===== src/rtl/uart_rx_pkg.sv =====
// uart_rx_pkg: receiver state encoding and frame constants shared by
// the uart_rx_buf top and its testable pieces.
package uart_rx_pkg;

   typedef enum logic [2:0] {
      IDLE,
      START,
      DATA,
      PARITY,
      STOP,
      BREAK
   } rx_state_e;

   localparam int OVERSAMPLE = 16;
   localparam int MID_TICK   = 8;
   localparam int DATA_BITS  = 8;

   // Tick-counter and bit-index values at which a sample is taken.
   localparam logic [3:0] TC_MID   = 4'(MID_TICK - 1);
   localparam logic [3:0] TC_LAST  = 4'(OVERSAMPLE - 1);
   localparam logic [2:0] BIT_LAST = 3'(DATA_BITS - 1);

endpackage


===== src/rtl/sync_fifo.sv =====
// sync_fifo: show-ahead synchronous FIFO, DEPTH a power of two.
// Ports: clk, rst (sync, high), push/wdata in, pop in,
//        rdata (head, 0 when empty), empty, full, level out.
module sync_fifo
   import uart_rx_pkg::*;
#(
   parameter int DEPTH = 16,
   parameter int WIDTH = 8
) (
   input  logic                         clk,
   input  logic                         rst,
   input  logic                         push,
   input  logic                         pop,
   input  logic [WIDTH-1:0]             wdata,
   output logic [WIDTH-1:0]             rdata,
   output logic                         empty,
   output logic                         full,
   output logic [$clog2(DEPTH+1)-1:0]   level
);

   localparam int AW = $clog2(DEPTH);
   localparam int LW = $clog2(DEPTH + 1);

   logic [AW:0]      wptr_q, wptr_d;
   logic [AW:0]      rptr_q, rptr_d;
   logic [WIDTH-1:0] mem_q [DEPTH];
   logic             do_push;
   logic             do_pop;

   // Pointers carry one extra bit so full and empty differ.
   assign empty = (wptr_q == rptr_q);
   assign level = LW'(wptr_q - rptr_q);
   assign full  = (level == LW'(DEPTH));
   assign rdata = empty ? '0 : mem_q[rptr_q[AW-1:0]];

   // A pop on an empty FIFO is ignored; a push into a full FIFO only
   // lands when a real pop frees the slot in the same cycle.
   assign do_pop  = pop & ~empty;
   assign do_push = push & (~full | do_pop);

   assign wptr_d = wptr_q + {{AW{1'b0}}, do_push};
   assign rptr_d = rptr_q + {{AW{1'b0}}, do_pop};

   always_ff @(posedge clk) begin
      if (rst) begin
         wptr_q <= '0;
         rptr_q <= '0;
      end else begin
         wptr_q <= wptr_d;
         rptr_q <= rptr_d;
      end
   end

   always_ff @(posedge clk) begin
      if (do_push) begin
         mem_q[wptr_q[AW-1:0]] <= wdata;
      end
   end

endmodule


===== src/rtl/uart_rx_buf.sv =====
// uart_rx_buf: 8N1 UART receiver (16x oversampling) feeding a FIFO,
// with sticky overrun / framing flags and a level-style irq.
// Ports: HCLK, HRESET (sync, high), en, prescale, rx (async line),
//        rd (pop), clr_err; rdata, empty, full, level, overrun,
//        frame_err, irq.
// Macro UART_RX_PARITY_EN adds parity_odd in and parity_err out.
module uart_rx_buf
   import uart_rx_pkg::*;
#(
   parameter int DEPTH = 16,
   parameter int PSW   = 16
) (
   input  logic                       HCLK,
   input  logic                       HRESET,
   input  logic                       en,
   input  logic [PSW-1:0]             prescale,
   input  logic                       rx,
   input  logic                       rd,
   input  logic                       clr_err,
`ifdef UART_RX_PARITY_EN
   input  logic                       parity_odd,
   output logic                       parity_err,
`endif
   output logic [7:0]                 rdata,
   output logic                       empty,
   output logic                       full,
   output logic [$clog2(DEPTH+1)-1:0] level,
   output logic                       overrun,
   output logic                       frame_err,
   output logic                       irq
);

   logic           rx_meta_q;
   logic           rxs_q;
   logic [PSW-1:0] pcnt_q, pcnt_d;
   logic           tick;
   rx_state_e      state_q, state_d;
   logic [3:0]     tc_q, tc_d;
   logic [2:0]     bit_q, bit_d;
   logic [7:0]     shift_q, shift_d;
   logic           push_q, push_d;
   logic           bad_q, bad_d;
   logic           fe_set;
   logic           ovr_set;
   logic           overrun_q, overrun_d;
   logic           frame_err_q, frame_err_d;
`ifdef UART_RX_PARITY_EN
   logic           pe_set;
   logic           parity_err_q, parity_err_d;
`endif

   // Prescaler is parked at 0 in IDLE so the first tick of a frame
   // lands a fixed distance after the start edge.
   always_comb begin
      tick   = (state_q != IDLE) && (pcnt_q == prescale);
      pcnt_d = pcnt_q + PSW'(1);
      if (state_q == IDLE || tick) begin
         pcnt_d = '0;
      end
   end

   always_comb begin
      state_d = state_q;
      tc_d    = tc_q;
      bit_d   = bit_q;
      shift_d = shift_q;
      bad_d   = bad_q;
      push_d  = 1'b0;
      fe_set  = 1'b0;
`ifdef UART_RX_PARITY_EN
      pe_set  = 1'b0;
`endif
      unique case (state_q)
         IDLE: begin
            if (en && !rxs_q) begin
               state_d = START;
               tc_d    = '0;
            end
         end
         START: begin
            if (tick) begin
               tc_d = tc_q + 4'd1;
               if (tc_q == TC_MID) begin
                  tc_d    = '0;
                  bit_d   = '0;
                  bad_d   = 1'b0;
                  state_d = rxs_q ? IDLE : DATA;
               end
            end
         end
         DATA: begin
            if (tick) begin
               tc_d = tc_q + 4'd1;
               if (tc_q == TC_LAST) begin
                  shift_d = {rxs_q, shift_q[7:1]};
                  bit_d   = bit_q + 3'd1;
                  if (bit_q == BIT_LAST) begin
`ifdef UART_RX_PARITY_EN
                     state_d = PARITY;
`else
                     state_d = STOP;
`endif
                  end
               end
            end
         end
         PARITY: begin
`ifdef UART_RX_PARITY_EN
            if (tick) begin
               tc_d = tc_q + 4'd1;
               if (tc_q == TC_LAST) begin
                  if (((^shift_q) ^ rxs_q) != parity_odd) begin
                     pe_set = 1'b1;
                     bad_d  = 1'b1;
                  end
                  state_d = STOP;
               end
            end
`else
            state_d = IDLE;
`endif
         end
         STOP: begin
            if (tick) begin
               tc_d = tc_q + 4'd1;
               if (tc_q == TC_LAST) begin
                  if (rxs_q) begin
                     push_d  = ~bad_q;
                     state_d = IDLE;
                  end else begin
                     fe_set  = 1'b1;
                     state_d = BREAK;
                  end
               end
            end
         end
         BREAK: begin
            if (rxs_q) begin
               state_d = IDLE;
            end
         end
         default: state_d = IDLE;
      endcase

      // Disabling aborts the frame outright, including a stop sample
      // that would otherwise land this cycle.
      if (!en) begin
         state_d = IDLE;
         push_d  = 1'b0;
         fe_set  = 1'b0;
`ifdef UART_RX_PARITY_EN
         pe_set  = 1'b0;
`endif
      end
   end

   // A push into a full FIFO is only lost when no pop frees a slot.
   assign ovr_set = push_q & full & ~rd;

   // Set beats clear when both happen together.
   always_comb begin
      overrun_d   = (overrun_q & ~clr_err) | ovr_set;
      frame_err_d = (frame_err_q & ~clr_err) | fe_set;
`ifdef UART_RX_PARITY_EN
      parity_err_d = (parity_err_q & ~clr_err) | pe_set;
`endif
   end

   always_ff @(posedge HCLK) begin
      if (HRESET) begin
         rx_meta_q   <= 1'b1;
         rxs_q       <= 1'b1;
         pcnt_q      <= '0;
         state_q     <= IDLE;
         tc_q        <= '0;
         bit_q       <= '0;
         shift_q     <= '0;
         bad_q       <= 1'b0;
         push_q      <= 1'b0;
         overrun_q   <= 1'b0;
         frame_err_q <= 1'b0;
`ifdef UART_RX_PARITY_EN
         parity_err_q <= 1'b0;
`endif
      end else begin
         rx_meta_q   <= rx;
         rxs_q       <= rx_meta_q;
         pcnt_q      <= pcnt_d;
         state_q     <= state_d;
         tc_q        <= tc_d;
         bit_q       <= bit_d;
         shift_q     <= shift_d;
         bad_q       <= bad_d;
         push_q      <= push_d;
         overrun_q   <= overrun_d;
         frame_err_q <= frame_err_d;
`ifdef UART_RX_PARITY_EN
         parity_err_q <= parity_err_d;
`endif
      end
   end

   // shift_q is stable until the next frame's DATA state, so it can
   // feed the FIFO directly on the registered push.
   sync_fifo #(
      .DEPTH (DEPTH),
      .WIDTH (8)
   ) u_fifo (
      .clk   (HCLK),
      .rst   (HRESET),
      .push  (push_q),
      .pop   (rd),
      .wdata (shift_q),
      .rdata (rdata),
      .empty (empty),
      .full  (full),
      .level (level)
   );

   assign overrun   = overrun_q;
   assign frame_err = frame_err_q;
`ifdef UART_RX_PARITY_EN
   assign parity_err = parity_err_q;
   assign irq = ~empty | overrun_q | frame_err_q | parity_err_q;
`else
   assign irq = ~empty | overrun_q | frame_err_q;
`endif

endmodule


===== config.mk =====
export PLATFORM = sky130hd
export DESIGN_NAME = uart_rx_buf
export DESIGN_NICKNAME = d
export VERILOG_FILES = /design/src/rtl/uart_rx_pkg.sv /design/src/rtl/sync_fifo.sv /design/src/rtl/uart_rx_buf.sv
export SDC_FILE = /design/constraint.sdc
export NUM_CORES = 1
export LEC_CHECK = 0
export CORE_MARGIN = 4
export CORE_UTILIZATION = 50
export DETAILED_ROUTE_END_ITERATION = 12
export PLACE_DENSITY = 0.68
export SLEW_MARGIN = 20
export SYNTH_ARGS = -nofsm -noshare
export SYNTH_HDL_FRONTEND = slang
export SYNTH_HIERARCHICAL = 1
export SYNTH_SLANG_ARGS = --single-unit

===== constraint.sdc =====
create_clock -name HCLK -period 5.3 [get_ports HCLK]
set_input_delay 1.06 -clock HCLK [delete_from_list [all_inputs] [get_ports HCLK]]
set_output_delay 1.06 -clock HCLK [all_outputs]
set_load 0.05 [all_outputs]

# After elaboration in Yosys (flattened, before gate mapping)
# Memories as Yosys holds them, arrays and structs flattened. A register that Yosys moved wholly into a read port is not among the register bits.
# Cells that the tools add are included.
[classes]
muxes = 31
n_reduce_logical = 16
bitwise_logic = 20
add_sub_neg = 6
eq_ne = 20
[ops]
columns = ["cell", "n"]
rows = [
  ["3-bit two-way mux", 14],
  ["4-bit two-way mux", 5],
  ["16-bit by 1-bit adder with 16-bit output, second input constant", 1],
  ["16-bit == test", 1],
  ["2-bit != test, second input constant", 8],
  ["3-bit one-hot mux with 5 select lines", 1],
  ["4-bit one-hot mux with 3 select lines", 1],
  ["5-bit by 1-bit adder with 5-bit output", 2],
  ["3-bit == test, second input constant", 3],
  ["1-bit inverter", 9],
  ["9-bit AND reduction", 1],
  ["8-bit two-way mux", 1],
  ["1-bit two-way mux", 7],
  ["1-bit AND", 6],
  ["3-bit one-hot mux with 2 select lines", 1],
  ["3-bit nonzero test", 2],
  ["2-bit OR reduction", 3],
  ["6-bit OR reduction", 1],
  ["5-bit == test", 1],
  ["5-bit == test, second input constant", 1],
  ["1-bit bitwise OR", 5],
  ["5-bit AND reduction", 1],
  ["5-bit subtractor", 1],
  ["4-bit by 1-bit adder with 4-bit output, second input constant", 1],
  ["14 further kinds", 16],
]
[word_totals]
reg_bits = 49
output_inout_bits = 18
mem_bits_rw = 128
n_memories = 1
[memory_table]
columns = ["name", "words", "word_bits", "rd", "rd_ports_with_merged_regs", "wr", "line_no", "source"]
rows = [
  ["u_fifo.mem_q", 16, 8, 1, 1, 1, "sync_fifo.sv:26", "logic [WIDTH-1:0] mem_q [DEPTH];"],
]

# Longest topological paths before layout
[logic_depth]
ltp_word = 7
depth_mapped = 14
mapped_depth_nobuf = 13

# Cells and area by module
# Netlist, hierarchy kept.
[modules_own_cells]
columns = ["module", "instances", "area_each_um2", "cells_per_inst", "seq_area_each_um2"]
rows = [
  ["sync_fifo", 1, 5676.7, 300, 4043.9],
  ["uart_rx_buf", 1, 2055.7, 226, 780.7],
]

# Worst setup path before layout
# Ideal clock, no wire load.
[synth_path]
kind = "reg-to-reg"
start = "register u_fifo.rptr_q[1]"
end = "memory u_fifo.mem_q[6][0], enable pin"
t_required_ns = 4.881
period_less_slack_ns = 4.495
arrival_time_ns = 4.076
path_buffers = 2
stages_incl_launch_ff = 9
setup_ns = 0.419
slack_ns = 0.805
cell_sequence = "dfxtp_1 clkbuf_1 clkbuf_1 inv_1 fa_1 xor2_1 or3_1 a2111oi_4 a2111oi_0"
[synth_via]
elab_chain_len = 7
[synth_rtl]
columns = ["item", "line_no", "source"]
rows = [
  ["start: declaration", "sync_fifo.sv:25", "logic [AW:0] rptr_q, rptr_d;"],
  ["start signal: assignment", "sync_fifo.sv:50", "rptr_q <= rptr_d;"],
  ["5-bit subtractor", "sync_fifo.sv:32", "assign level = LW'(wptr_q - rptr_q);"],
  ["named net level[2]", "uart_rx_buf.sv:27", "output logic [$clog2(DEPTH+1)-1:0] level,"],
  ["5-bit == test", "sync_fifo.sv:33", "assign full = (level == LW'(DEPTH));"],
  ["1-bit inverter", "sync_fifo.sv:39", "assign do_push = push & (~full | do_pop);"],
  ["1-bit bitwise OR", "sync_fifo.sv:39", ""],
  ["1-bit AND", "sync_fifo.sv:39", ""],
  ["1-bit two-way mux", "sync_fifo.sv:55", "if (do_push) begin"],
  ["1-bit two-way mux (not written as such)", "sync_fifo.sv:56", "mem_q[wptr_q[AW-1:0]] <= wdata;"],
  ["end: declaration", "sync_fifo.sv:26", ""],
]
# The timed path passes the listed nets, and every way through them passes these cells.

# Worst setup path in the final report
[layout_path]
start = "register u_fifo.wptr_q[2]"
end = "output rdata[2]"
[layout_via]
elab_chain_len = 2
[layout_rtl]
columns = ["item", "line_no", "source"]
rows = [
  ["start: declaration", "sync_fifo.sv:24", "logic [AW:0] wptr_q, wptr_d;"],
  ["start signal: assignment", "sync_fifo.sv:49", "wptr_q <= wptr_d;"],
  ["5-bit == test", "sync_fifo.sv:31", "assign empty = (wptr_q == rptr_q);"],
  ["8-bit two-way mux", "sync_fifo.sv:34", "assign rdata = empty ? '0 : mem_q[rptr_q[AW-1:0]];"],
  ["end: declaration", "uart_rx_buf.sv:24", "output logic [7:0] rdata,"],
]
# Every way passes these cells.

==> qor.txt <==
outcome - finished clean
Final ANT Viol Nets - 0
power density over cell area - 305.9 nW/µm²
initial antenna violation count - 0
clk root buf - clkbuf_16
Critical Path Source Type - register
DR vias - 4472
fmax - 0.2313 GHz
R2R depth - 13
final count of negative-setup-slack endpoints - 0
Worst Hold Class - register to register
# H-tree levels - 4
1st-iter DRT viols - 338
max-slew violations - 0
clock latency on the worst-skew pair - 430 ps
Worst-path clk slew - 70 ps
CTS tree - yes
sw frac - 20.76%
critical path capture point type - output pin
post-route clock skew - 9.203 ps
EDFF count, synth - 128
sequential share of power - 53.4%
I/O pins - 40
Max VDD drop - 0.2665 mV
final core occ - 59.04%
Post-CTS Resized - 0
Clk network pwr share - 45.3%
Core Region - 15200 µm²
post-DR wirelength/cell - 19.84 µm
GRT Overall Usage - 18.40%
min cycle time layout - 4324 ps
Async S/R FF share, synth - 0%
Synth area leaders - edfxtp_1 50%, dfxtp_1 13%, mux4_2 9.3%
Avg Inst Size Synth - 14.70 µm²
mapped cell area - 7732 µm²
antenna diode count - 0
die area - 17520 µm²
largest net degree at the start of global routing - 36
die width - 132.4 µm
post-CTS setup buffer count - 0
Data arrival, critical path - 3260 ps
Fin. Hold Viols - 0
Max-Cap Viols - 0
GRT overflow - 0
total negative slack - 0 ps
Comb pwr share - 1.3%
first-pass GRT wire length - 24.94 mm
clk sink count - 177
Yosys top cell by area - edfxtp_1
reg2reg setup slack - 1740 ps
CP endpoint - rdata[2]
CP Max Fanout - 14
global placer's final weighted congestion - 0.7818
share of cells above drive strength 1 - 18.01%
Placed Cells - 739
DRC - 0
DRT Pass-1 Iters - 5
Yosys top cell area share - 49.71%
syn nets - 561
Worst Tran Pin Value - 932.6 ps
FF+latch count, synth - 177
vias in the first global route - 4615
commonest cells in the netlist - 128 x edfxtp_1, 49 x dfxtp_1, 33 x nor2_1
CTS Hold Buffers Added - 0
area grow syn2layout - 16.07%
unrepaired setup endpoints after global routing - false
register area share after synthesis - 62.39%
Detailed Route WL - 15.30 mm
row count - 45
NetSw - 0.5700 mW
nets@finish - 605
fin crit share - 81.59%
Finished Layout Cells - 771
CP Class - register to output pin
Mapped Cells - 526
hold slack final - 417.8 ps
r2r startpoint - u_fifo/rptr_q[0]
Num CTS Buffers - 17
most common flop cell mapped by yosys - edfxtp_1
distinct cell type count of the synthesized netlist - 54
# fillers - 1191
max_slew headroom - 37.71%
Ys Warns - 6
Clock Path Buffers - 2
worst r2r dst - u_fifo/wptr_q[4]
Setup crit start - u_fifo/wptr_q[2]
starting density of the core - 50.86%
required time worst endpoint - 4240 ps
Int Pwr - 2.175 mW
IO Port Bufs - 39
P_leak - 2.729 nW
Die Y - 132.4 µm
count leader, synth - edfxtp_1
detail-routed via count per cell - 5.800
detailed-placement wirelength estimate - 10.33 mm
[registers in the layout, indices dropped and copies added (netlist names)]
signal	count
frame_err	1
push_q	1
pcnt_q	16
state_q	3
u_fifo/wptr_q	5
u_fifo/mem_q	128
bit_q	3
shift_q	8
rxs_q	1
rx_meta_q	1
overrun	1
tc_q	4
u_fifo/rptr_q	5
[metrics by stage]
step	cell area, µm²	power [mW]	worst slack, ps
final	8975	2.745	975.8
after global routing	8975	2.840	771.5
after CTS	8971	2.768	945.9
after detailed placement	8372	1.534	1419
after global placement	8372	1.533	1461
after floorplan	7732	1.513	804.7
[cell usage in the layout, fill, tap and decap left out, types with 5 or more instances in the layout]
master,n
a211oi_2,6
o22ai_1,8
nand2_1,23
buf_4,9
edfxtp_1,128
xnor2_1,29
xor2_1,10
clkdlybuf4s50_1,37
nor2_1,33
ha_1,12
mux4_2,32
nand2b_1,22
nand3_1,18
nand4_1,12
clkbuf_16,19
a21oi_1,13
inv_1,11
mux2i_1,32
nor2b_1,11
nor3_1,5
dfxtp_1,48
[layer usage]
metal  vias up  routed length, µm  global-route usage [%]
met5         -                  0                       0
met4         0                227                   5.023
met3        17                736                   3.969
met2       122               7681                   30.66
met1      2244               6654                   24.65
li1       2089                  -                       -
[worst min-delay path by stage]
stage / from / cells after the start / slack, ps / end
floorplan: rx_meta_q / 1 / 390 / rxs_q
global placement: rx_meta_q / 1 / 400 / rxs_q
detailed placement: rx_meta_q / 1 / 410 / rxs_q
CTS: rx_meta_q / 1 / 430 / rxs_q
global route: rx_meta_q / 1 / 430 / rxs_q
finish: rx_meta_q / 1 / 420 / rxs_q
[logic make-up after synthesis]
logic type | count (synthesis) | synth area share (%)
and+or+nand+nor | 153 | 10.97
adders and majority gates | 13 | 2.201
DFF | 177 | 62.39
AOI/OAI and AO/OA | 45 | 4.417
muxes | 64 | 13.46
xor gates and xnor gates | 39 | 4.417
buffers and inverters | 35 | 2.136
[layout make-up]
class                   count  area (µm²)  area share [%]
multi-input cells         314        2806           31.27
repair buffers             48       462.9           5.158
flip-flops and latches    177        4826           53.77
inverters                  12       45.04          0.5019
clock inverters            12       110.1           1.227
well taps                 188       235.2           2.621
clock buffers              20       489.2           5.451
[power groups by stage]
stage                     combinational, mW  clock, mW  sequential (mW)
after global routing                 0.0399       1.34             1.46
after CTS                            0.0375       1.27             1.47
after detailed placement             0.0374          0             1.50
after floorplan                      0.0172          0             1.50
final                                0.0370       1.24             1.47
after global placement               0.0366          0             1.50
[critical path: stages, from the launching register on]
cell and delay, ps:
dfxtp_1 640, ha_1 380, and2_2 200, nand4_1 190
nand2_1 280, o22ai_1 300, clkdlybuf4s50_1 840
No activity file was read; power rests on OpenSTA's default activity.
